==> src/rtl/core_ex_wbck_ctrl.sv <==
// Write-back controller: round-robin arbitration of ALU/LSU/MDU results onto the
// single regfile write port, plus a pending-write scoreboard and RAW/WAW hazard flag.
module core_ex_wbck_ctrl #(
    parameter int XLEN    = 32,
    parameter int RFIDX_W = 5,
    parameter int RF_NUM  = 32
) (
    input  logic               clk,
    input  logic               rst_n,

    input  logic               alu_wb_valid,
    output logic               alu_wb_ready,
    input  logic               alu_wb_en,
    input  logic [RFIDX_W-1:0] alu_wb_idx,
    input  logic [XLEN-1:0]    alu_wb_dat,

    input  logic               lsu_wb_valid,
    output logic               lsu_wb_ready,
    input  logic               lsu_wb_en,
    input  logic [RFIDX_W-1:0] lsu_wb_idx,
    input  logic [XLEN-1:0]    lsu_wb_dat,

    input  logic               mdu_wb_valid,
    output logic               mdu_wb_ready,
    input  logic               mdu_wb_en,
    input  logic [RFIDX_W-1:0] mdu_wb_idx,
    input  logic [XLEN-1:0]    mdu_wb_dat,

    output logic               rf_wen,
    output logic [RFIDX_W-1:0] rf_widx,
    output logic [XLEN-1:0]    rf_wdat,

    input  logic               lng_issue_valid,
    input  logic [RFIDX_W-1:0] lng_issue_idx,

    input  logic [RFIDX_W-1:0] chk_src1_idx,
    input  logic [RFIDX_W-1:0] chk_src2_idx,
    input  logic [RFIDX_W-1:0] chk_dest_idx,
    output logic               hazard
);

    // ptr    | meaning
    // P_ALU  | ALU has highest priority this cycle
    // P_LSU  | LSU has highest priority this cycle
    // P_MDU  | MDU has highest priority this cycle
    typedef enum logic [1:0] {
        P_ALU = 2'd0,
        P_LSU = 2'd1,
        P_MDU = 2'd2
    } rr_ptr_t;

    rr_ptr_t            ptr;
    logic [2:0]         req;
    logic [2:0]         gnt;
    logic               win_en;
    logic [RFIDX_W-1:0] win_idx;
    logic [XLEN-1:0]    win_dat;
    logic               rf_lng;
    logic [RF_NUM-1:0]  pend;
    logic [RF_NUM-1:0]  pend_nxt;
    logic               src1_hit;
    logic               src2_hit;
    logic               dest_hit;

    assign req = {mdu_wb_valid, lsu_wb_valid, alu_wb_valid};

    always_comb begin
        gnt = 3'b000;
        case (ptr)
            P_ALU: begin
                if      (req[0]) gnt = 3'b001;
                else if (req[1]) gnt = 3'b010;
                else if (req[2]) gnt = 3'b100;
            end
            P_LSU: begin
                if      (req[1]) gnt = 3'b010;
                else if (req[2]) gnt = 3'b100;
                else if (req[0]) gnt = 3'b001;
            end
            default: begin
                if      (req[2]) gnt = 3'b100;
                else if (req[0]) gnt = 3'b001;
                else if (req[1]) gnt = 3'b010;
            end
        endcase
    end

    assign alu_wb_ready = gnt[0];
    assign lsu_wb_ready = gnt[1];
    assign mdu_wb_ready = gnt[2];

    always_comb begin
        win_en  = 1'b0;
        win_idx = '0;
        win_dat = '0;
        if (gnt[0]) begin
            win_en  = alu_wb_en;
            win_idx = alu_wb_idx;
            win_dat = alu_wb_dat;
        end else if (gnt[1]) begin
            win_en  = lsu_wb_en;
            win_idx = lsu_wb_idx;
            win_dat = lsu_wb_dat;
        end else if (gnt[2]) begin
            win_en  = mdu_wb_en;
            win_idx = mdu_wb_idx;
            win_dat = mdu_wb_dat;
        end
    end

    always_ff @(posedge clk) begin
        if (!rst_n) begin
            ptr     <= P_ALU;
            rf_wen  <= 1'b0;
            rf_widx <= '0;
            rf_wdat <= '0;
            rf_lng  <= 1'b0;
        end else begin
            rf_wen <= (|gnt) && win_en && (win_idx != '0);
            if (|gnt) begin
                rf_widx <= win_idx;
                rf_wdat <= win_dat;
                rf_lng  <= gnt[1] | gnt[2];
            end
            if (gnt[0])      ptr <= P_LSU;
            else if (gnt[1]) ptr <= P_MDU;
            else if (gnt[2]) ptr <= P_ALU;
        end
    end

    // A new long-latency issue to the register being committed must stay pending,
    // so the set is applied after the clear.
    always_comb begin
        pend_nxt = pend;
        if (rf_wen && rf_lng)
            pend_nxt[rf_widx] = 1'b0;
        if (lng_issue_valid && (lng_issue_idx != '0))
            pend_nxt[lng_issue_idx] = 1'b1;
        pend_nxt[0] = 1'b0;
    end

    always_ff @(posedge clk) begin
        if (!rst_n) pend <= '0;
        else        pend <= pend_nxt;
    end

    // The rf_wen terms cover the cycle where the write sits in the output register
    // and the regfile has not yet been updated.
    assign src1_hit = (chk_src1_idx != '0) &&
                      (pend[chk_src1_idx] || (rf_wen && (rf_widx == chk_src1_idx)));
    assign src2_hit = (chk_src2_idx != '0) &&
                      (pend[chk_src2_idx] || (rf_wen && (rf_widx == chk_src2_idx)));
    assign dest_hit = (chk_dest_idx != '0) && pend[chk_dest_idx];

    assign hazard = src1_hit | src2_hit | dest_hit;

endmodule

==> config.mk <==
export PLATFORM = sky130hd
export DESIGN_NAME = core_ex_wbck_ctrl
export DESIGN_NICKNAME = d
export VERILOG_FILES = /design/src/rtl/core_ex_wbck_ctrl.sv
export SDC_FILE = /design/constraint.sdc
export NUM_CORES = 1
export LEC_CHECK = 0
export ABC_AREA = 1
export ABC_CLOCK_PERIOD_IN_PS = 3000
export BUFFER_PORTS_ARGS = -buffer_cell sky130_fd_sc_hd__buf_4
export CAP_MARGIN = 20
export CORE_MARGIN = 3
export CORE_UTILIZATION = 35
export CTS_CLUSTER_SIZE = 30
export DETAILED_ROUTE_END_ITERATION = 8
export GPL_ROUTABILITY_DRIVEN = 0
export GPL_TIMING_DRIVEN = 0
export SYNTH_ARGS = -nofsm -noshare
export SYNTH_HDL_FRONTEND = slang
export SYNTH_SLANG_ARGS = --single-unit
==> constraint.sdc <==
create_clock -name clk -period 3 [get_ports clk]
set_input_delay 0.45 -clock clk [delete_from_list [all_inputs] [get_ports clk]]
set_output_delay 0.45 -clock clk [all_outputs]
set_load 0.1 [all_outputs]
==> results.md <==
* Status: complete, no violations
* Slew HR at 33.0%
* Final Hold Vio Count at 0
* Most used cell, CP: nand3_1
* Worst r2r src: ptr[1]$_SDFFE_PP0P_
* CTS clk-pin slew, worst paths at 60 ps
* Core Rows at 40
* Clock sinks at 72
* Crit path launch type: primary input
* Post-route minimum period at 2590 ps
* Critical Path RT at 2550 ps
* Worst r2r path cells at 8
* Placed cells at 1058
* Layout cells sized above 1 at 26.0%
* H-tree levels at 3
* Nets at 1043
* Arrival time at the worst endpoint at 2140 ps
* Layout Cells excl Fill at 1076
* TritonCTS clock tree: done
* Most common cell after layout, fill and taps aside: nand2_1
* Worst Tran Pin Value at 997 ps
* Die W at 119 um
* Starting density of the core at 36.5%
* DRT antenna net count at 0
* Worst Path Max Fanout at 10
* CP max stage delay at 470 ps
* Initial antenna violation count at 0
* First-pass GRT wire length at 28.6 mm
* CP max stage cell: clkbuf_1
* Worst-Skew Late Latency at 340 ps
* Dpl ws at 476 ps
* Diode count at 0
* Post CTS Setup Buffer Count at 0
* Post-route DRC at 0
* Avg WL per Cell at 16.7 um
* Post-cts resize count at 0
* Fin Setup TNS at 0 ps
* Yosys warns at 0
* Clock Path Buffers at 2
* All-Layer GR Usage at 25.2%
* Synth Instances at 714
* Area Overhead vs Synth at 41.7%
* Pin count of the biggest net entering global routing at 13
* Critical path type: in2out
* Mean post-synth cell area at 6.27 sq um
* Setup slack after layout at 408 ps
* Core footprint at 0.0123 sq mm
* Final core utilization at 51.7%
* Wirelength, routed at 17.9 mm
* Max Cap Violations at 0
* Setup Skew at 7.13 ps
* DR pass1 iterations at 6
* Leakage power at 2.81 nW
* Root buffer selected by CTS: clkbuf_16
* Initial DRC Count at 473
* Fin crit share at 86.4%
* Worst R2R End: rf_wdat[14]$_SDFFE_PN0P_
* CP endpoint kind: primary output
* RSZ-0062 raised after global routing: false
* Most frequent cells in the layout: nand2_1, buf_4, nand3_1
* Post-DP HPWL at 14.4 mm
* Die Area at 0.0142 sq mm
* Crit path from: chk_src1_idx[0]
* Total CTS buffers at 9
* Ordered cell list for the critical path: buf_4 > inv_1 > clkbuf_1 > nand2_1 > nand3_1 > nand3_1 > nand3_1 > nand2_1 > nand2_1 > nand3_1 > nand2_1 > nand3_1 > buf_4
* R2R setup slack at 1450 ps
* # hold bufs at CTS at 0
* Die Y at 119 um
* Max-slew violation count at 0
* Gr ovfl total at 0
* P per Cell Area at 543 mW/mm^2
* Worst min path class: in2reg
* Routed via count at 5729
* Net count after synthesis at 854
* Maximum vdd drop at 0.469 mV
* Distinct cells, synth at 25
* Final setup fails at 0
* Input/output buffers at 176
* Peak Freq at 0.386 GHz
* Seq/Total Area, Yosys at 32.2%
* Worst Setup EP: hazard
* Post-synthesis cell area at 0.00448 sq mm
* Hold Slack at 409 ps
* Number of global-route vias before repair at 5667
* Via density at 5.32
* FF+latch count, synth at 72
* # fillers at 1234
* IO Pins at 182
## per-stage QoR
step                instance area [sq um]  power, W
detailed placement                   6010   0.00228
global route                         6340   0.00360
floorplan                            4480   0.00191
finish                               6340   0.00344
CTS                                  6330   0.00346
global placement                     6010   0.00227
## cell usage after synthesis, drive strengths merged
master  number  share of area, %
clkinv       1             0.084
a21oi       62               7.0
a41oi       32               8.8
or2          1              0.14
o21ai       50               5.6
buf         20               2.8
dfxtp       72                32
nor3         9               1.0
a211oi       1              0.17
a31oi        1              0.14
o211ai       3              0.50
nand2      268                22
inv         61               5.1
o22ai        7              0.98
nand3       80               9.1
nor2        25               2.2
clkbuf      20               1.7
nand4        1              0.14
## metal layers
metal | routed length, um | up-vias | track usage (%)
met1 | 7050 | 2652 | 29.3
met2 | 8730 | 278 | 43.4
li1 | - | 2756 | -
met4 | 551 | 0 | 9.05
met3 | 1620 | 43 | 8.17
met5 | 0 | - | 0
## kinds of logic after synthesis
logic type             Yosys count  synth area share [%]
DFF                             72                  32.2
and+or+nand+nor                384                  35.0
buffers and inverters          102                  9.64
AOI/OAI and AO/OA              156                  23.2
## report_power, final
group	total, W	switching, W	internal (W)
combinational	0.00120	0.000852	0.000349
sequential	0.00107	0.0000430	0.00102
clock	0.00117	0.000425	0.000749
## how the worst min path moves through the flow
stage | slack [ps] | to | start | cells past startpoint
floorplan | 450 | pend[10]$_SDFF_PN0_ | pend[10]$_SDFF_PN0_ | 2
global placement | 460 | pend[10]$_SDFF_PN0_ | pend[10]$_SDFF_PN0_ | 2
detailed placement | 470 | pend[13]$_SDFF_PN0_ | pend[13]$_SDFF_PN0_ | 2
CTS | 400 | rf_widx[4]$_SDFFE_PN0P_ | alu_wb_idx[4] | 3
global route | 400 | rf_wdat[26]$_SDFFE_PN0P_ | alu_wb_dat[26] | 3
finish | 410 | rf_wdat[16]$_SDFFE_PN0P_ | alu_wb_dat[16] | 3
## final cells by class
class                   instances  area, sq um  share of cell area [%]
plain buffers                  40          199                    3.14
multi-input cells             540         2600                    41.0
clock inverters                 5         80.1                    1.26
repair buffers                178         1330                    21.0
inverters                      62          233                    3.67
well taps                     168          210                    3.31
clock buffers                  11          243                    3.83
flip-flops and latches         72         1440                    22.7
## sequential cells by signal (all words and copies together), names as in the netlist
register,cells
ptr,2
rf_wdat,32
rf_widx,5
rf_lng,1
pend,31
rf_wen,1
## critical path: cells and delay by family
family / cells / cell delay, ps
buffers and inverters: 4 / 980
and+or+nand+nor: 9 / 720
Power figures use the tool's default switching activity.
